<file path="src/rtl/marma_pkg.sv">
// Shared Marma id map, priority classes and ring classification for the QoS router.
package marma_pkg;

  localparam int ID_W    = 5;
  localparam int AGE_W   = 3;
  localparam int SCORE_W = 5;

  // Last id of each ring segment; MARMA_APEX is the final valid point.
  localparam logic [ID_W-1:0] MARMA_BINDU_LAST = 5'd1;
  localparam logic [ID_W-1:0] MARMA_L1_LAST    = 5'd4;
  localparam logic [ID_W-1:0] MARMA_L2_LAST    = 5'd7;
  localparam logic [ID_W-1:0] MARMA_L3_LAST    = 5'd10;
  localparam logic [ID_W-1:0] MARMA_MEM_LAST   = 5'd13;
  localparam logic [ID_W-1:0] MARMA_APEX       = 5'd17;

  localparam logic [3:0] PRIO_BINDU   = 4'd10;
  localparam logic [3:0] PRIO_NEAR    = 4'd8;
  localparam logic [3:0] PRIO_FAR     = 4'd5;
  localparam logic [3:0] PRIO_PERIPH  = 4'd2;
  localparam logic [3:0] PRIO_APEX    = 4'd1;
  localparam logic [3:0] PRIO_INVALID = 4'd1;

  typedef enum logic [2:0] {
    RING_BINDU, RING_L1, RING_L2, RING_L3, RING_MEM, RING_IO
  } ring_e;

  typedef enum logic [1:0] {
    SLOT_FREE, SLOT_COUNT, SLOT_DONE
  } slot_state_e;

  typedef struct packed {
    slot_state_e      state;
    logic [3:0]       cnt;
    logic [AGE_W-1:0] age;
    logic [7:0]       wait_cnt;
    logic [ID_W-1:0]  id;
    logic             err;
  } slot_ctl_t;

  function automatic logic [3:0] marma_prio(input logic [ID_W-1:0] id);
    logic [3:0] prio;
    if (id <= MARMA_BINDU_LAST)    prio = PRIO_BINDU;
    else if (id <= MARMA_L2_LAST)  prio = PRIO_NEAR;
    else if (id <= MARMA_MEM_LAST) prio = PRIO_FAR;
    else if (id < MARMA_APEX)      prio = PRIO_PERIPH;
    else                           prio = PRIO_APEX;
    return prio;
  endfunction

  function automatic ring_e marma_ring(input logic [ID_W-1:0] id);
    ring_e ring;
    if (id <= MARMA_BINDU_LAST)    ring = RING_BINDU;
    else if (id <= MARMA_L1_LAST)  ring = RING_L1;
    else if (id <= MARMA_L2_LAST)  ring = RING_L2;
    else if (id <= MARMA_L3_LAST)  ring = RING_L3;
    else if (id <= MARMA_MEM_LAST) ring = RING_MEM;
    else                           ring = RING_IO;
    return ring;
  endfunction

endpackage

</file>
<file path="src/rtl/marma_qos_router_arbiter.sv">
// Combinational max-score picker over completed slots; lowest index wins ties.
module marma_age_arbiter
  import marma_pkg::*;
#(
  parameter int NUM_SLOTS = 4
) (
  input  logic [NUM_SLOTS-1:0]              eligible,
  input  logic [NUM_SLOTS-1:0][SCORE_W-1:0] score,
  output logic [NUM_SLOTS-1:0]              grant
);

  localparam int IDX_W = (NUM_SLOTS > 1) ? $clog2(NUM_SLOTS) : 1;

  logic               found;
  logic [SCORE_W-1:0] best_score;
  logic [IDX_W-1:0]   best_idx;

  // NOTE: every comb output gets a default before the loop so no latch is inferred,
  // and blocking '=' lets later iterations see the running best.
  always_comb begin
    grant      = '0;
    found      = 1'b0;
    best_score = '0;
    best_idx   = '0;
    for (int i = 0; i < NUM_SLOTS; i++) begin
      // Strict '>' keeps the earlier (lower) index on equal scores.
      if (eligible[i] && (!found || score[i] > best_score)) begin
        found      = 1'b1;
        best_score = score[i];
        best_idx   = i[IDX_W-1:0];
      end
    end
    if (found) grant[best_idx] = 1'b1;
  end

endmodule

</file>
<file path="src/rtl/marma_qos_router.sv">
// Multi-outstanding Marma router: slot array with parallel latency countdown,
// lowest-free allocation and an aging-arbitrated response register.
module marma_qos_router
  import marma_pkg::*;
#(
  parameter int         DATA_WIDTH = 64,
  parameter int         ADDR_WIDTH = 32,
  parameter int         NUM_MARMA  = 18,
  parameter int         NUM_SLOTS  = 4,
  parameter int         AGE_MAX    = 7,
  parameter logic [3:0] LAT_BINDU  = 4'd1,
  parameter logic [3:0] LAT_L1     = 4'd2,
  parameter logic [3:0] LAT_L2     = 4'd4,
  parameter logic [3:0] LAT_L3     = 4'd8,
  parameter logic [3:0] LAT_MEM    = 4'd12,
  parameter logic [3:0] LAT_IO     = 4'd15
) (
  input  logic                  clk,
  input  logic                  rst_n,
  input  logic                  req_valid,
  output logic                  req_ready,
  input  logic [ID_W-1:0]       req_marma_id,
  input  logic [ADDR_WIDTH-1:0] req_addr,
  input  logic [DATA_WIDTH-1:0] req_data,
  input  logic                  req_write,
  output logic                  resp_valid,
  input  logic                  resp_ready,
  output logic [DATA_WIDTH-1:0] resp_data,
  output logic [ADDR_WIDTH-1:0] resp_addr,
  output logic [ID_W-1:0]       resp_marma_id,
  output logic                  resp_err,
  output logic [7:0]            resp_cycles,
  output logic [NUM_MARMA-1:0]  marma_active,
  output logic [3:0]            current_priority,
  output logic [7:0]            critical_slack
);

  localparam logic [ID_W-1:0]  ID_LIMIT = ID_W'(NUM_MARMA);
  localparam logic [AGE_W-1:0] AGE_SAT  = AGE_W'(AGE_MAX);

  function automatic logic [3:0] ring_latency(input ring_e ring);
    logic [3:0] lat;
    case (ring)
      RING_BINDU: lat = LAT_BINDU;
      RING_L1:    lat = LAT_L1;
      RING_L2:    lat = LAT_L2;
      RING_L3:    lat = LAT_L3;
      RING_MEM:   lat = LAT_MEM;
      default:    lat = LAT_IO;
    endcase
    return lat;
  endfunction

  function automatic logic [3:0] slot_prio(input slot_ctl_t ctl);
    return ctl.err ? PRIO_INVALID : marma_prio(ctl.id);
  endfunction

  slot_ctl_t                       slot_q [NUM_SLOTS];
  slot_ctl_t                       slot_d [NUM_SLOTS];
  logic [DATA_WIDTH-1:0]           slot_data_q [NUM_SLOTS];
  logic [ADDR_WIDTH-1:0]           slot_addr_q [NUM_SLOTS];
  logic [NUM_SLOTS-1:0]            free_vec, done_vec, alloc, grant;
  logic [NUM_SLOTS-1:0][SCORE_W-1:0] score;
  logic                            req_id_ok;
  logic [3:0]                      req_lat;
  logic                            load_en;
  logic [DATA_WIDTH-1:0]           sel_data;
  logic [ADDR_WIDTH-1:0]           sel_addr;
  logic [ID_W-1:0]                 sel_id;
  logic                            sel_err;
  logic [7:0]                      sel_wait;
  logic [3:0]                      sel_prio;
  logic [3:0]                      resp_prio_q;

  // The write flag rides with the request into the ring; completion here ignores it.
  logic unused_write;
  assign unused_write = req_write;

  assign req_id_ok = (req_marma_id < ID_LIMIT);
  assign req_lat   = req_id_ok ? ring_latency(marma_ring(req_marma_id)) : 4'd0;
  assign req_ready = |free_vec;
  assign load_en   = !resp_valid || resp_ready;

  // Slot status, arbitration scores and the active-point map.
  always_comb begin
    free_vec     = '0;
    done_vec     = '0;
    score        = '0;
    marma_active = '0;
    for (int i = 0; i < NUM_SLOTS; i++) begin
      free_vec[i] = (slot_q[i].state == SLOT_FREE);
      done_vec[i] = (slot_q[i].state == SLOT_DONE);
      score[i]    = {1'b0, slot_prio(slot_q[i])} + SCORE_W'(slot_q[i].age);
      for (int m = 0; m < NUM_MARMA; m++) begin
        if (!free_vec[i] && !slot_q[i].err && slot_q[i].id == ID_W'(m))
          marma_active[m] = 1'b1;
      end
    end
  end

  marma_age_arbiter #(.NUM_SLOTS(NUM_SLOTS)) u_arbiter (
    .eligible (done_vec),
    .score    (score),
    .grant    (grant)
  );

  // Slot next-state: allocation, countdown, aging and release.
  always_comb begin
    logic taken;
    alloc = '0;
    taken = 1'b0;
    for (int i = 0; i < NUM_SLOTS; i++) begin
      if (req_valid && free_vec[i] && !taken) begin
        alloc[i] = 1'b1;
        taken    = 1'b1;
      end
    end
    for (int i = 0; i < NUM_SLOTS; i++) begin
      slot_d[i] = slot_q[i];
      if (!free_vec[i] && slot_q[i].wait_cnt != 8'hFF)
        slot_d[i].wait_cnt = slot_q[i].wait_cnt + 8'd1;
      case (slot_q[i].state)
        SLOT_FREE: begin
          if (alloc[i]) begin
            slot_d[i].state    = (req_lat == 4'd0) ? SLOT_DONE : SLOT_COUNT;
            slot_d[i].cnt      = req_lat;
            slot_d[i].age      = '0;
            slot_d[i].wait_cnt = '0;
            slot_d[i].id       = req_marma_id;
            slot_d[i].err      = !req_id_ok;
          end
        end
        SLOT_COUNT: begin
          slot_d[i].cnt = slot_q[i].cnt - 4'd1;
          if (slot_q[i].cnt <= 4'd1) slot_d[i].state = SLOT_DONE;
        end
        SLOT_DONE: begin
          if (load_en) begin
            if (grant[i])                   slot_d[i].state = SLOT_FREE;
            else if (slot_q[i].age != AGE_SAT) slot_d[i].age = slot_q[i].age + 1'b1;
          end
        end
        default: slot_d[i].state = SLOT_FREE;
      endcase
    end
  end

  // NOTE: sequential state uses non-blocking '<=' so every flop samples pre-edge values.
  always_ff @(posedge clk or negedge rst_n) begin
    if (!rst_n) begin
      for (int i = 0; i < NUM_SLOTS; i++) slot_q[i] <= '0;
    end else begin
      for (int i = 0; i < NUM_SLOTS; i++) slot_q[i] <= slot_d[i];
    end
  end

  // NOTE: payload storage has no reset; slot state alone decides whether it is meaningful.
  always_ff @(posedge clk) begin
    for (int i = 0; i < NUM_SLOTS; i++) begin
      if (alloc[i]) begin
        slot_data_q[i] <= req_data;
        slot_addr_q[i] <= req_addr;
      end
    end
  end

  always_comb begin
    sel_data = '0;
    sel_addr = '0;
    sel_id   = '0;
    sel_err  = 1'b0;
    sel_wait = '0;
    sel_prio = '0;
    for (int i = 0; i < NUM_SLOTS; i++) begin
      if (grant[i]) begin
        sel_data = slot_data_q[i];
        sel_addr = slot_addr_q[i];
        sel_id   = slot_q[i].id;
        sel_err  = slot_q[i].err;
        sel_wait = slot_q[i].wait_cnt;
        sel_prio = slot_prio(slot_q[i]);
      end
    end
  end

  // Output register: a pop and a fresh load can share one edge.
  always_ff @(posedge clk or negedge rst_n) begin
    if (!rst_n) begin
      resp_valid    <= 1'b0;
      resp_data     <= '0;
      resp_addr     <= '0;
      resp_marma_id <= '0;
      resp_err      <= 1'b0;
      resp_cycles   <= '0;
      resp_prio_q   <= '0;
    end else if (load_en) begin
      resp_valid <= |grant;
      if (|grant) begin
        resp_data     <= sel_data;
        resp_addr     <= sel_addr;
        resp_marma_id <= sel_id;
        resp_err      <= sel_err;
        resp_cycles   <= (sel_wait == 8'hFF) ? 8'hFF : sel_wait + 8'd1;
        resp_prio_q   <= sel_prio;
      end
    end
  end

  assign current_priority = resp_valid ? resp_prio_q : 4'd0;
  assign critical_slack   = 8'd100 - (8'(current_priority) * 8'd10);

endmodule

</file>
<file path="config.mk">
export PLATFORM = sky130hd
export DESIGN_NAME = marma_qos_router
export DESIGN_NICKNAME = d
export VERILOG_FILES = /design/src/rtl/marma_pkg.sv /design/src/rtl/marma_qos_router_arbiter.sv /design/src/rtl/marma_qos_router.sv
export SDC_FILE = /design/constraint.sdc
export NUM_CORES = 1
export LEC_CHECK = 0
export ABC_CLOCK_PERIOD_IN_PS = 8300
export CAP_MARGIN = 20
export CORE_MARGIN = 2
export CORE_UTILIZATION = 57
export CTS_CLUSTER_DIAMETER = 40
export DETAILED_ROUTE_END_ITERATION = 16
export PLACE_DENSITY = 0.8
export SYNTH_ARGS = -nofsm -noshare
export SYNTH_HDL_FRONTEND = slang
export SYNTH_SLANG_ARGS = --single-unit
export TNS_END_PERCENT = 30
</file>
<file path="constraint.sdc">
create_clock -name clk -period 8.3 [get_ports clk]
set_input_delay 1.66 -clock clk [delete_from_list [all_inputs] [get_ports clk]]
set_output_delay 1.66 -clock clk [all_outputs]
set_load 0.01 [all_outputs]
</file>
== Word level (Yosys, flattened, before mapping) ==
Memory sizes are Yosys's and may differ from the RTL's.
Index checks and enable logic that the tools add are counted.
Storage, ports and cells
  register bits after elaboration: 207
  RAM bits: 384
  input bits: 106
  output and inout bits: 142
  word-level logic and storage cells: 569
  memories kept: 2
Memory list
  slot_data_q: words 4, width 64, rd ports 4, clocked after memory_dff 0, wr ports 1, RTL line marma_qos_router.sv:60  | logic [DATA_WIDTH-1:0] slot_data_q [NUM_SLOTS];
  slot_addr_q: words 4, width 32, rd ports 4, clocked after memory_dff 0, wr ports 1, RTL line marma_qos_router.sv:61  | logic [ADDR_WIDTH-1:0] slot_addr_q [NUM_SLOTS];
Operators by class
  add/sub/neg operators: 18
  multipliers: 1
  order comparisons: 31
  eq/ne operators: 113
  muxes and demuxes: 219
  reduce and logical (&&, ||, !) cells: 154
Operator list (count)
  $mux W64: 7
  $mux W32: 7
  $reduce_or A64 Y1: 3
  $eq A5 B4 Y1 const B: 32
  $mux W1: 103
  $reduce_or A32 Y1: 3
  $mux W23: 4
  $logic_and A1 B1 Y1: 91
  $eq A5 B3 Y1 const B: 16
  $mux W4: 19
  $mux W8: 9
  $mux W3: 20
  $mux W14: 4
  $mux W2: 25
  $add A8 B1 Y8 const B: 5
  $eq A5 B2 Y1 const B: 8
  $eq A5 B5 Y1 const B: 8
  $mux W5: 7
  $ne A2 B2 Y1 const B: 17
  $ne A8 B8 Y1 const B: 4
  $pmux W4 S2: 4
  $le A5 B3 Y1 const B: 6
  $le A5 B4 Y1 const B: 6
  $le A5 B1 Y1 const B: 5
  other kinds (34): 123

== Depth between registers and ports, before layout ==
Gate-level depths: netlist of run 1.
  depth in word-level cells: 31
  mapped depth: 40
  depth with buffers taken out: 33

== By module ==
A second synthesis of run 1 with hierarchy kept.
Unflattened totals
  cells, all modules: 1940
  area total of the unflattened synthesis: 25114.1 µm²
Modules (own cells, without submodules)
  marma_qos_router: instances 1, cells each 1868, area each 24542.3 µm², sequential area each 16711.0 µm²
  marma_age_arbiter: instances 1, cells each 72, area each 571.8 µm², sequential area each 0.0 µm²

== Least setup slack after synthesis of run 1 ==
OpenSTA, ideal clock, no wires.
  path kind: register to register
  start point: reg, netlist name slot_q[72]
  end point: reg resp_cycles[5]
  library setup time: 0.082 ns
  arrival time: 7.567 ns
  required time: 8.218 ns
  path slack: 0.651 ns
  cell stages (with the launch flop): 40
  buffers on the path: 7
  clock period less this slack: 7.649 ns
  cells stage by stage: dfrtp_1 -> clkbuf_1 -> or3_1 -> a21oi_1 -> a21oi_1 -> nor2_1 -> ha_1 -> a21o_1 -> a21oi_1 -> xnor2_1 -> nand2_1 -> ha_1 -> nand2_1 -> o21bai_1 -> a211oi_2 -> buf_4 -> buf_2 -> buf_2 -> (+4 left out) -> a21oi_1 -> o221ai_1 -> a21oi_1 -> nand2b_1 -> buf_2 -> mux2_2 -> ha_1 -> nor2b_1 -> o21ai_0 -> a211oi_2 -> or2_2 -> buf_2 -> a22o_1 -> or2_2 -> ha_1 -> nand2_1 -> o41a_1 -> o22ai_1
Between the ends
  cells in the longest elaborated chain, start to end: 31
  elaborated cells on any way between the ends: 45
  those cells by class: add/sub: 2; order compare: 9; eq/ne: 1; mux: 22; reduce/logical: 11
Ends and longest elaborated chain
  $lt A5 B5 Y1: RTL line marma_pkg.sv:45  | else if (id < MARMA_APEX) prio = PRIO_PERIPH;
  $mux W2: RTL line marma_pkg.sv:45
  $mux W3: RTL line marma_pkg.sv:44  | else if (id <= MARMA_MEM_LAST) prio = PRIO_FAR;
  $mux W4: RTL line marma_pkg.sv:43  | else if (id <= MARMA_L2_LAST) prio = PRIO_NEAR;
  $mux W4 *: RTL line marma_pkg.sv:42  | if (id <= MARMA_BINDU_LAST) prio = PRIO_BINDU;
  $mux W4 *: RTL line marma_qos_router.sv:55  | return ctl.err ? PRIO_INVALID : marma_prio(ctl.id);
  $add A4 B3 Y5 *: RTL line marma_qos_router.sv:93  | score[i] = {1'b0, slot_prio(slot_q[i])} + SCORE_W'(slot_q[i].age);
  $mux W5 *: RTL line marma_qos_router_arbiter.sv:27  | if (eligible[i] && (!found || score[i] > best_score)) begin
  (+12 left out)
  $lt A2 B3 Y1 (implied by the code) / $ge A2 B1 Y1 (equally long branches): RTL line marma_qos_router_arbiter.sv:33  | if (found) grant[best_idx] = 1'b1;
  $logic_and A1 B1 Y1 (implied by the code): RTL line marma_qos_router_arbiter.sv:33
  $mux W1 (implied by the code): RTL line marma_qos_router_arbiter.sv:33
  $demux W1 S2
  $mux W4 *: RTL line marma_qos_router_arbiter.sv:33
  $mux W8 (4 in series): RTL line marma_qos_router.sv:175  | if (grant[i]) begin
  $add A8 B1 Y8 / $eq A8 B8 Y1 (equally long branches): RTL line marma_qos_router.sv:203  | resp_cycles <= (sel_wait == 8'hFF) ? 8'hFF : sel_wait + 8'd1;
  $mux W8: RTL line marma_qos_router.sv:203
  to (signal assigned): RTL line marma_qos_router.sv:203
  to (decl): RTL line marma_qos_router.sv:32  | output logic [7:0] resp_cycles,
Mark *: on every way between the ends. The rest lies on a longest branch, timed or not.
A chain may end at the register's enable or synchronous reset.

== Worst setup path in the final report of run 1 ==
  start point: reg, netlist name slot_q[71]
  end point: reg resp_cycles[0]
Between the ends
  cells in the longest elaborated chain, start to end: 31
  elaborated cells on any way between the ends: 45
  those cells by class: add/sub: 2; order compare: 9; eq/ne: 1; mux: 22; reduce/logical: 11
Ends and longest elaborated chain (RTL line)
  $lt A5 B5 Y1: marma_pkg.sv:45
  $mux W2: marma_pkg.sv:45
  $mux W3: marma_pkg.sv:44
  $mux W4: marma_pkg.sv:43
  $mux W4 *: marma_pkg.sv:42
  $mux W4 *: marma_qos_router.sv:55
  $add A4 B3 Y5 *: marma_qos_router.sv:93
  $mux W5 *: marma_qos_router_arbiter.sv:27
  (+12 left out)
  $lt A2 B3 Y1 (implied by the code) / $ge A2 B1 Y1 (equally long branches): marma_qos_router_arbiter.sv:33
  $logic_and A1 B1 Y1 (implied by the code): marma_qos_router_arbiter.sv:33
  $mux W1 (implied by the code): marma_qos_router_arbiter.sv:33
  $demux W1 S2
  $mux W4 *: marma_qos_router_arbiter.sv:33
  $mux W8 (4 in series): marma_qos_router.sv:175
  $add A8 B1 Y8 / $eq A8 B8 Y1 (equally long branches): marma_qos_router.sv:203
  $mux W8: marma_qos_router.sv:203
Marked as above.

==> results of run 1 <==
## where the power goes
group          internal, mW  total, mW  switching, mW
logic                  2.41       6.05           3.64
clock network          2.04       3.37           1.34
registers              4.08       4.69          0.605
## cell type report
cell class / instances / share of cell area [%]
Antenna cell: 3 / 0.0244
Clock buffer: 87 / 6.54
Clock inverter: 56 / 2.06
Inverter: 32 / 0.422
Multi-Input combinational cell: 1252 / 25.4
Sequential cell: 591 / 54.2
Tap cell: 585 / 2.37
Timing Repair Buffer: 279 / 8.92
## sequential cells by signal (all words and copies together), names as in the netlist
name and cells:
resp_valid 1, slot_addr_q 128, resp_marma_id 5, resp_data 64, resp_addr 32, resp_cycles 8
slot_data_q 256, resp_err 1, resp_prio_q 4, slot_q 92
## worst reg2reg max path: cells and delay by family, from the launching register on
kind                       cells  cell delay [ns]
AOI/OAI and AO/OA             15             3.13
adders and majority gates      5             1.45
xor gates and xnor gates       1             0.13
buffers and inverters          2             0.45
DFF                            1             0.53
and+or+nand+nor               11             2.07
## worst paths after layout
kind	slack, ns	end	start
min in group asynchronous	1.15	slot_q[70]$_DFFE_PN0P_	rst_n
max	0.46	resp_cycles[0]$_DFFE_PN0P_	slot_q[71]$_DFFE_PN0P_
max reg2reg	0.46	resp_cycles[0]$_DFFE_PN0P_	slot_q[71]$_DFFE_PN0P_
min	0.48	resp_addr[29]$_DFFE_PN0P_	resp_addr[29]$_DFFE_PN0P_
max in group asynchronous	5.73	resp_marma_id[4]$_DFFE_PN0P_	rst_n
min reg2reg	0.48	resp_addr[29]$_DFFE_PN0P_	resp_addr[29]$_DFFE_PN0P_
## kinds of logic after synthesis
logic type,after synthesis,synth area share (%)
mux,64,2.68
xor+xnor,37,1.29
fa+ha+maj,58,3.04
flops,591,66.5
simple gates,626,11.0
compound gates,465,13.0
other cells,1,0.0149
buf+inv,152,2.43
## timing repair
item | 4_1_cts | 5_1_grt
buffers inserted | 0 | 0
resized for setup | 0 | 0
setup endpoints to repair | 0 | 6
## per-layer routing
layer / GRT usage [%] / share of wire [%]
met1: 36.0 / 39
met2: 48.7 / 50
met3: 6.11 / 7.7
met4: 12.0 / 3.3
met5: 0 / 0.044
## stage by stage
stage	utilization, %	cells	hold WS, ns	power, mW
global placement	65.1	2737	0.460	10.4
detailed placement	65.1	2737	0.470	10.6
global route	71.2	2882	0.514	14.9
finish	71.2	2885	0.480	14.1
CTS	71.2	2880	0.484	14.1
floorplan	-	1994	0.442	8.39
## cells in the final DEF (no fill, tap or decap), types with 21 or more instances in the layout
| cell type | netlist | final |
|---|---|---|
| edfxtp_1 | 384 | 384 |
| nand2_1 | 277 | 277 |
| clkdlybuf4s50_1 | 0 | 244 |
| dfrtp_1 | 207 | 207 |
| nor2_1 | 177 | 174 |
| o21ai_0 | 126 | 126 |
| clkbuf_16 | 0 | 77 |
| a31oi_1 | 68 | 68 |
| a21oi_1 | 64 | 64 |
| a222oi_1 | 61 | 61 |
| ha_1 | 53 | 53 |
| mux2i_1 | 38 | 38 |
| nor3_1 | 33 | 33 |
| buf_4 | 6 | 30 |
| nand3_1 | 29 | 29 |
| inv_1 | 32 | 28 |
| mux2_2 | 26 | 26 |
| a221o_1 | 26 | 26 |
| o211ai_1 | 25 | 25 |
| xor2_1 | 21 | 21 |
## cell usage after synthesis (8+ instances only)
| cell type | instances | area, um^2 |
|---|---|---|
| nand2b_1 | 16 | 100 |
| mux2i_1 | 38 | 380 |
| a32oi_1 | 15 | 131 |
| o21ai_0 | 126 | 631 |
| inv_1 | 32 | 120 |
| clkbuf_1 | 96 | 360 |
| o211ai_1 | 25 | 188 |
| nor2b_1 | 11 | 68.8 |
| nand2_1 | 277 | 1040 |
| a31oi_1 | 68 | 425 |
| a222oi_1 | 61 | 611 |
| nor2_1 | 177 | 664 |
| mux2_2 | 26 | 293 |
| a22oi_1 | 12 | 90.1 |
| nand4_1 | 9 | 56.3 |
| and3_1 | 14 | 87.6 |
| nand3_1 | 29 | 145 |
| a21oi_1 | 64 | 320 |
| and2_1 | 9 | 56.3 |
| ha_1 | 53 | 663 |
| or3_1 | 9 | 56.3 |
| a221o_1 | 26 | 260 |
| xor2_1 | 21 | 184 |
| xnor2_1 | 16 | 140 |
| o31ai_1 | 8 | 60.1 |
| nor3_1 | 33 | 165 |
| dfrtp_1 | 207 | 5180 |
| nor4_1 | 10 | 62.6 |
| buf_2 | 13 | 65.1 |
| edfxtp_1 | 384 | 11500 |
==> results.cfg, run 1 <==
[outcome]
status = completed

[clocking]
cts.sinks = 591
path_clk_slew_ns = 0.06
hold_buffers = 0
htree_levels = 3
cts_root_buf = clkbuf_16
cts_tree = built
clk-insertion-delay-late_ns = 0.62
cts_made_buffers = 77
clock_path_buffers = 3

[worst_setup_path]
crit_type = register to register
required_ns = 8.83
cp-end-kind = register
slowest_delay_ns = 0.53
rr_worst_depth = 34
critPathArrivalTime_ns = 8.37
cpMostUsedCell = a21oi_1
cp_slowest_cell = dfrtp_1
path_delay_family = compound AO/OA/AOI/OAI gates
path_buf_inv = 2
start_kind = register
path_max_fanout = 13
path_depth = 34

[floorplanning]
dieHeight_um = 214
ios = 248
die_w_um = 214
rows = 76
initial_core_util_pct = 58.0
die_area_um2 = 45800
core_um2 = 43300

[yosys]
netlist_area_um2 = 25100
ys_async_sr_fraction_pct = 35.0
yosysWarnings = 0
synth_flop_cell = edfxtp_1
synth-edff-count = 384
ys_seq_elements = 591
synthCells = 1994
ys_seq_area_share_pct = 66.5
syn_nets = 2158
ys_types = 73
syn_area_per_cell_um2 = 12.6

[timing]
relSlewSlack_pct = 18.4
period_needed_ns = 7.84
max_freq_ghz = 0.127
max_slew.worst_pin.slew_ns = 1.21
fin_crit_sh_pct = 94.5
fin_tns_setup_ns = 0
fin_ws_ns = 0.456
grt_setup_unrepaired = no
drv_slew = 0
final_hold_viol_count = 0
setup_viol = 0
clock_skew_ns = 0.0258

[global_route]
overflow = 0
grt_pass1_vias = 18347
antenna_found_initial = 4
track_usage_pct = 28.7
grt_max_degree = 109
grt_pass1_wl_um = 103000

[finish]
fillCellCount = 2850
drive_gt1_share_pct = 9.49
fin_nets = 2397
areaGrowthSynthToFinish_pct = 22.7
seq_area_um2 = 16700
postLayoutCellArea_um2 = 30800
multi_input_area_um2 = 7840

[detailed_routing]
routed_wl_um = 66100
drc_errors = 0
viasPerCell = 6.21
wl_per_cell_um = 22.9
first_pass_iters = 8
vias = 17911
first_iter_violations = 1976
ant_nets = 0

[hold_path]
hp-class = register to register
hold_path_depth = 2

[power]
power.density_nw_per_um2 = 458
irDropWorstVdd_mv = 0.325
p_leak_nw = 11.6

[flow_run]
drv_cap = 0

[place]
io_buffers = 245
preCtsSetupSlack_ns = 0.542
post_dp_cell_area_um2 = 28200
gp_congestion = 0.887
dp_hpwl_um = 39200
No activity file was read; power rests on OpenSTA's default activity.
==> inputs of run 2 (changes only) <==
--- a/config.mk
+++ b/config.mk
@@ -7,7 +7,7 @@
 export LEC_CHECK = 0
 export ABC_CLOCK_PERIOD_IN_PS = 8300
 export CAP_MARGIN = 20
-export CORE_MARGIN = 2
+export CORE_MARGIN = 5
 export CORE_UTILIZATION = 57
 export CTS_CLUSTER_DIAMETER = 40
 export DETAILED_ROUTE_END_ITERATION = 16
==> run 2 against run 1 <==
Effect of this change: total power hardly changed; critical path type unchanged; core utilization decreased by 1.1 points; register-to-register slack improved by 0.08 ns; largest cell class unchanged; non-clock buffer count decreased by 1.
==> results.cfg, run 2 (synthesis results as in run 1) <==
[finish]
layout_common_cells = edfxtp_1 (384), nand2_1 (277), clkdlybuf4s50_1 (244)
largest_reg_flops = 256
final_common_cell = edfxtp_1
seq_area_um2 = 16700
largest-register = slot_data_q
multi_input_area_um2 = 7870
drive_gt1_share_pct = 9.55
fillCellCount = 2917
fin_nets = 2395
final_core_util_pct = 70.2
reg.largest.list = slot_data_q (256), slot_addr_q (128), slot_q (92)
areaGrowthSynthToFinish_pct = 22.7

[floorplanning]
core_um2 = 43900
dieHeight_um = 220
die_area_um2 = 48400
ios = 248
die_w_um = 220
rows = 77
initial_core_util_pct = 57.2

[flow_run]
drv_cap = 0

[timing]
max_slew.worst_pin.slew_ns = 1.09
fin_tns_setup_ns = 0
fin_ws_ns = 0.536
fin_crit_sh_pct = 93.5
final_hold_viol_count = 0
clock_skew_ns = 0.0236
setup_viol = 0
relSlewSlack_pct = 26.4
max_freq_ghz = 0.129
period_needed_ns = 7.76
grt_setup_unrepaired = no
holdWs_ns = 0.481
drv_slew = 0

[detailed_routing]
first_iter_violations = 1974
drc_errors = 0
vias = 17922
ant_nets = 0
viasPerCell = 6.20
routed_wl_um = 66300
wl_per_cell_um = 22.9
first_pass_iters = 8

[power]
power_mw = 14.1
power.density_nw_per_um2 = 457
p_leak_nw = 11.6
irDropWorstVdd_mv = 0.293

[worst_setup_path]
path_delay_family = compound AO/OA/AOI/OAI gates
path_max_fanout = 42
r2r-start = slot_q[71]$_DFFE_PN0P_
setup.worst_path.start = slot_q[71]$_DFFE_PN0P_
path_buf_inv = 5
crit_type = register to register
critPathArrivalTime_ns = 8.28
start_kind = register
cp-end-kind = register
cpMostUsedCell = buf_4
required_ns = 8.81
slowest_delay_ns = 0.54
cp_slowest_cell = buf_4

[clocking]
cts_root_buf = clkbuf_16
cts_tree = built
clk-insertion-delay-late_ns = 0.61
clock_path_buffers = 3
htree_levels = 3
cts_made_buffers = 76
cts.sinks = 591
path_clk_slew_ns = 0.06
postCtsSetupBuffers = 0

[global_route]
track_usage_pct = 27.4
grt_pass1_vias = 18164
overflow = 0
grt_max_degree = 123
grt_pass1_wl_um = 103000
antenna_found_initial = 8

[place]
io_buffers = 245
dp_hpwl_um = 40000
gp_congestion = 0.939
preCtsSetupSlack_ns = 0.393

[hold_path]
min_from = resp_data[26]$_DFFE_PN0P_
hp-class = register to register

[outcome]
status = completed
-- run 2: changes by cell type in the layout (fill, tap and decap cells not counted), sizes merged --
cell	previous run	this run
clkinvlp	10	5
bufinv	8	7
or2	7	6
a211oi	2	3
inv	45	50
buf	35	33
clkbuf	87	90
clkinv	25	22
-- run 2: what timing repair did --
action                                  4_1_cts  5_1_grt
hold buffers                                  0        0
gates resized for setup                       0        4
hold endpoints to repair                      0        0
endpoints found under the setup margin        0       89
-- run 2: path summary, 6_finish.rpt --
kind / endpoint / slack (ns) / cells past startpoint
worst max register to register: resp_addr[18]$_DFFE_PN0P_ / 0.54 / 31
worst min register to register: resp_data[26]$_DFFE_PN0P_ / 0.48 / 2
max in group asynchronous: resp_data[19]$_DFFE_PN0P_ / 5.90 / 2
worst max-delay path: resp_addr[18]$_DFFE_PN0P_ / 0.54 / 31
worst min-delay path: resp_data[26]$_DFFE_PN0P_ / 0.48 / 2
min in group asynchronous: resp_data[15]$_DFFE_PN0P_ / 1.15 / 1
-- run 2: worst reg2reg max path: cells and delay by family, from the launching register on --
kind | cells | cell delay, ns
AOI/OAI and AO/OA | 10 | 2.30
xor gates and xnor gates | 1 | 0.17
adders and majority gates | 5 | 1.44
buffers and inverters | 5 | 1.52
DFF | 1 | 0.44
muxes | 1 | 0.36
and+or+nand+nor | 9 | 1.45
-- run 2: final cells by class --
class	count	area share, %
clock buffer	89	6.63
sequential	591	54.2
tap	592	2.40
clock inverter	52	1.89
timing repair buffer	278	8.89
antenna	3	0.0244
inverter	32	0.422
multi-input combinational	1252	25.5
-- run 2: layer usage --
metal  GRT usage [%]  wire length, um  vias up
li1                -                -     8022
met1            34.8            25900     8929
met2            45.4            32600      812
met3            7.19             5690      151
met4            10.8             2070        8
met5               0               54        -
-- run 2: where the power goes --
group	internal [mW]	switching (mW)	total, mW
clock	2.03	1.33	3.36
combinational	2.40	3.66	6.06
sequential	4.08	0.595	4.68
total	8.51	5.59	14.1
-- run 2: stage by stage --
stage               cells  instance area [um^2]
floorplan            1994                 25100
global placement     2744                 28200
detailed placement   2744                 28200
CTS                  2885                 30800
global route         2888                 30800
finish               2889                 30800
